## config.mk

```make
export PLATFORM = sky130hd
export DESIGN_NAME = osc_freq_meter
export DESIGN_NICKNAME = d
export VERILOG_FILES = /design/src/rtl/osc_meter_pkg.sv /design/src/rtl/sync_rise_det.sv /design/src/rtl/osc_freq_meter.sv
export SDC_FILE = /design/constraint.sdc
export NUM_CORES = 1
export LEC_CHECK = 0
export ABC_AREA = 1
export CORE_MARGIN = 3
export CORE_UTILIZATION = 50
export DETAILED_ROUTE_END_ITERATION = 10
export PLACE_DENSITY = 0.71
export SLEW_MARGIN = 20
export SYNTH_ARGS = -nofsm -noshare
export SYNTH_HDL_FRONTEND = slang
export SYNTH_HIERARCHICAL = 1
export SYNTH_SLANG_ARGS = --single-unit
```

## constraint.sdc

```tcl
create_clock -name clk -period 2.5 [get_ports clk]
set_input_delay 0.5 -clock clk [delete_from_list [all_inputs] [get_ports clk]]
set_output_delay 0.5 -clock clk [all_outputs]
set_load 0.02 [all_outputs]
```

## src/rtl/osc_meter_pkg.sv

```systemverilog
// Shared types and helpers for the oscillator frequency meter.
package osc_meter_pkg;

  typedef enum logic [1:0] {
    ST_IDLE   = 2'd0,
    ST_GATE   = 2'd1,
    ST_REPORT = 2'd2
  } meter_state_t;

  // Width needed to count gate cycles 0..gate_cycles-1.
  function automatic int gate_cnt_width(input int gate_cycles);
    return (gate_cycles < 2) ? 1 : $clog2(gate_cycles);
  endfunction

endpackage

```

## src/rtl/sync_rise_det.sv

```systemverilog
// Multi-flop synchroniser for an asynchronous input followed by a rising-edge detector.
module sync_rise_det #(
  parameter int SYNC_STAGES = 2
) (
  input  logic clk,
  input  logic rst,
  input  logic async_in,
  output logic rise
);

  logic [SYNC_STAGES-1:0] sync_q;
  logic                   prev_q;

  always_ff @(posedge clk) begin
    if (rst) begin
      sync_q <= '0;
      prev_q <= 1'b0;
    end else begin
      sync_q <= {sync_q[SYNC_STAGES-2:0], async_in};
      prev_q <= sync_q[SYNC_STAGES-1];
    end
  end

  assign rise = sync_q[SYNC_STAGES-1] & ~prev_q;

endmodule

```

## src/rtl/osc_freq_meter.sv

```systemverilog
// Counts synchronised rising edges of osc_in over a fixed gate of GATE_CYCLES clk cycles.
module osc_freq_meter
  import osc_meter_pkg::*;
#(
  parameter int GATE_CYCLES = 1024,
  parameter int CNT_W       = 16,
  parameter int SYNC_STAGES = 2
) (
  input  logic             clk,
  input  logic             rst,
  input  logic             osc_in,
  input  logic             start,
  input  logic             continuous,
  output logic             busy,
  output logic             done,
  output logic [CNT_W-1:0] count,
  output logic             overflow,
  output logic             valid
);

  localparam int               GW        = gate_cnt_width(GATE_CYCLES);
  localparam logic [GW-1:0]    GATE_LAST = GW'(GATE_CYCLES - 1);
  localparam logic [CNT_W-1:0] CNT_MAX   = '1;

  meter_state_t     state;
  meter_state_t     state_nxt;
  logic [GW-1:0]    gate_cnt;
  logic [CNT_W-1:0] edge_cnt;
  logic [CNT_W-1:0] edge_nxt;
  logic             ovf;
  logic             ovf_nxt;
  logic             cont_q;
  logic             rise;
  logic             gate_last;
  logic             edge_sat;

  sync_rise_det #(
    .SYNC_STAGES(SYNC_STAGES)
  ) u_sync (
    .clk     (clk),
    .rst     (rst),
    .async_in(osc_in),
    .rise    (rise)
  );

  assign gate_last = (state == ST_GATE) && (gate_cnt == GATE_LAST);
  assign edge_sat  = rise && (edge_cnt == CNT_MAX);
  assign edge_nxt  = edge_sat ? edge_cnt : edge_cnt + {{(CNT_W-1){1'b0}}, rise};
  assign ovf_nxt   = ovf | edge_sat;

  always_ff @(posedge clk) begin
    if (rst) state <= ST_IDLE;
    else     state <= state_nxt;
  end

  always_comb begin
    state_nxt = state;
    unique case (state)
      ST_IDLE:   if (start) state_nxt = ST_GATE;
      ST_GATE:   if (gate_gate_done()) state_nxt = ST_REPORT;
      ST_REPORT: state_nxt = cont_q ? ST_GATE : ST_IDLE;
      default:   state_nxt = ST_IDLE;
    endcase
  end

  function automatic logic gate_gate_done();
    return gate_last;
  endfunction

  always_comb begin
    busy = (state != ST_IDLE);
    done = (state == ST_REPORT);
  end

  // The report registers load on the edge leaving the last gate cycle so they
  // are already valid during the REPORT cycle, alongside done.
  always_ff @(posedge clk) begin
    if (rst) begin
      gate_cnt <= '0;
      edge_cnt <= '0;
      ovf      <= 1'b0;
      cont_q   <= 1'b0;
      count    <= '0;
      overflow <= 1'b0;
      valid    <= 1'b0;
    end else begin
      unique case (state)
        ST_IDLE: begin
          if (start) begin
            cont_q   <= continuous;
            gate_cnt <= '0;
            edge_cnt <= '0;
            ovf      <= 1'b0;
          end
        end
        ST_GATE: begin
          gate_cnt <= gate_cnt + GW'(1);
          edge_cnt <= edge_nxt;
          ovf      <= ovf_nxt;
          if (gate_last) begin
            count    <= edge_nxt;
            overflow <= ovf_nxt;
            valid    <= 1'b1;
          end
        end
        ST_REPORT: begin
          gate_cnt <= '0;
          edge_cnt <= '0;
          ovf      <= 1'b0;
        end
        default: ;
      endcase
    end
  end

endmodule

```

==> results.toml <==
[outcome]
outcome = "completed"

[flow_run]
drv_cap = 0

[floorplan]
die_y_um = 77.05
die_area_mm2 = 0.005936
start_util_pct = 52.73
io_pins = 25
core_area_mm2 = 0.004786
die_x_um = 77.05
rows = 25

[setup_path]
cpPeakStageDelay_ps = 620
cp-end-kind = "primary output"
startpoint_type = "register"
crit_arrival_ps = 1470
path_class = "register to primary output"
critPathSlowestCell = "clkdlybuf4s50_1"
crit_path_cell_trace = "inv_1, nor2_1, clkdlybuf4s50_1"
crit_required_ps = 2000
crit_fanout = 3

[clock_tree]
root_buffer = "clkbuf_8"
clk_latency_ps = 300
htreeDepth = 2
postCtsSetupBuffers = 0
cts_sinks = 51
path_clk_slew_ps = 90
ctsHoldBuffers = 0
numCtsBuffers = 5
cts_resized = 0
clockBufferDepth = 2
cts_tree = "yes"

[finish]
fin_area_mm2 = 0.002898
final_core_util_pct = 60.55
drive_gt1_share_pct = 9.744
nets = 397
diodes = 0
syn2layout_area_growth_pct = 14.82

[logic_synthesis]
post_synth_inst_count = 368
ys_warn_count = 6
synth_area_per_cell_um2 = 6.858
ys_seq_area_share_pct = 40.46
synth_nets = 376
synth_cell_type_count = 27
mappedNetlistArea_mm2 = 0.002524
synth-seq-cells = 51

[drt]
drt_iter0_markers = 156
via_per_inst = 4.873
dr.pass1.iters = 4
drt-total-wl_um = 4956
wl_per_cell_um = 10.84
ant_nets = 0
vias = 2227
drc = 0

[timing]
maxSlewHeadroom_pct = 51.36
setup_viol = 0
finalCritPeriodShare_pct = 78.96
worstMarginPinSlew_ps = 728.8
min_period_ps = 1974
tns_ps = 0
finalMaxSlewViolations = 0
hold_violations = 0
rsz0062_at_grt = "false"
fmaxAchievable_ghz = 0.5066
skew_ps = 3.446

[place]
routabilityCongestion = 0.8524
placement.cell_area_mm2 = 0.002798
dpl.hpwl_um = 3453
portBuffers = 24

[grt]
grt_max_degree = 28
grt_use_total_pct = 18.32
antenna_found_initial = 0
grt_pass1_vias = 2029
gr-total-overflow = 0
grt_pass1_wl_um = 8976

[power_and_ir_drop]
leakagePower_nw = 1.198
total_power_w = 0.001420
p_per_area_mw_per_mm2 = 490.1
vdd_drop_max_v = 0.0002738

[min_path]
min_path_type = "register to register"
==> where the power goes <==
group | total, W | internal, W | leakage (nW) | switching (W)
Combinational | 0.0000802 | 0.0000240 | 0.735 | 0.0000562
Sequential | 0.000823 | 0.000818 | 0.412 | 0.00000499
Clock | 0.000516 | 0.000253 | 0.0515 | 0.000263
==> critical path: cells and delay by family (launching register included) <==
kind	cells	cell delay (ps)
buffers and inverters	2	680
DFF	1	370
and+or+nand+nor	1	120
==> synth_stat cells <==
master | instances | area, um2
nand4_4 | 1 | 21.27
nor2_4 | 1 | 11.26
nor2_2 | 4 | 25.02
dfxtp_1 | 51 | 1021
nand2_1 | 124 | 465.5
nor2_8 | 2 | 40.04
nand4_1 | 7 | 43.79
clkbuf_1 | 4 | 15.01
a21oi_2 | 1 | 8.760
nor2_1 | 40 | 150.1
o211a_1 | 1 | 10.01
or2_2 | 5 | 31.28
a211oi_1 | 1 | 7.510
inv_6 | 1 | 8.760
o21ai_0 | 13 | 65.06
xnor2_1 | 2 | 17.52
nand3_1 | 27 | 135.1
nand3_2 | 6 | 60.06
a21oi_1 | 26 | 130.1
nand2_2 | 3 | 18.77
inv_2 | 3 | 11.26
buf_6 | 2 | 22.52
inv_1 | 30 | 112.6
nor3_1 | 2 | 10.01
buf_2 | 7 | 35.03
a31o_2 | 1 | 8.760
ha_1 | 3 | 37.54
==> state kept, by name, summed over array words and instances (netlist names) <==
signal / cells
count: 16
cont_q: 1
valid: 1
u_sync/prev_q: 1
overflow: 1
gate_cnt: 10
ovf: 1
u_sync/sync_q: 2
edge_cnt: 16
state: 2
==> final timing paths <==
path | slack [ps] | start | endpoint | cells after the start
worst max-delay path | 530 | state[1] | done | 3
worst min-delay path | 420 | u_sync/sync_q[0] | u_sync/sync_q[1] | 2
worst max register to register | 530 | u_sync/sync_q[1] | edge_cnt[8] | 11
worst min register to register | 420 | u_sync/sync_q[0] | u_sync/sync_q[1] | 2
==> kinds of logic (layout without fill, tap and decap cells) <==
| family | after synthesis | after routing | synth area share (%) |
|---|---|---|---|
| AND/OR/NAND/NOR | 222 | 222 | 40.11 |
| flip-flops | 51 | 51 | 40.46 |
| buffers and inverters | 47 | 69 | 8.131 |
| AO/OA/AOI/OAI | 43 | 43 | 9.122 |
| adder cells (fa/ha/maj) | 3 | 3 | 1.488 |
| XOR/XNOR | 2 | 2 | 0.6942 |
==> per-layer routing <==
layer	share of wire [%]	vias up	global-route usage (%)
met4	1.3	0	5.872
met3	5.0	5	4.343
met1	51	970	25.57
met2	43	48	27.96
li1	-	1204	-
met5	0	-	0
==> layout make-up <==
type / count / area (um2)
flip-flops and latches: 51 / 1021
well taps: 67 / 83.83
fillers: 484 / 1888
clock buffers: 8 / 100.1
repair buffers: 27 / 262.8
multi-input cells: 270 / 1297
inverters: 34 / 132.6
==> through the flow <==
step           setup WS (ps)  instances  hold WS, ps
6_report               526.1        457        415.5
5_1_grt                276.6        457        449.6
4_1_cts                514.7        457        413.9
3_5_place_dp           547.8        449        401.0
3_3_place_gp           644.6        449        401.4
2_1_floorplan          753.8        368        388.3
==> cells in the final DEF (no fill, tap or decap), drive strengths merged, types with 3 or more instances in the layout <==
cell	instances
o21ai	13
nor2	47
nand2	127
a21oi	27
nand4	8
clkdlybuf4s50	24
ha	3
buf	3
inv	34
nand3	33
dfxtp	51
clkbuf	8
or2	5
Note: power is estimated with default switching activity, not from simulation.
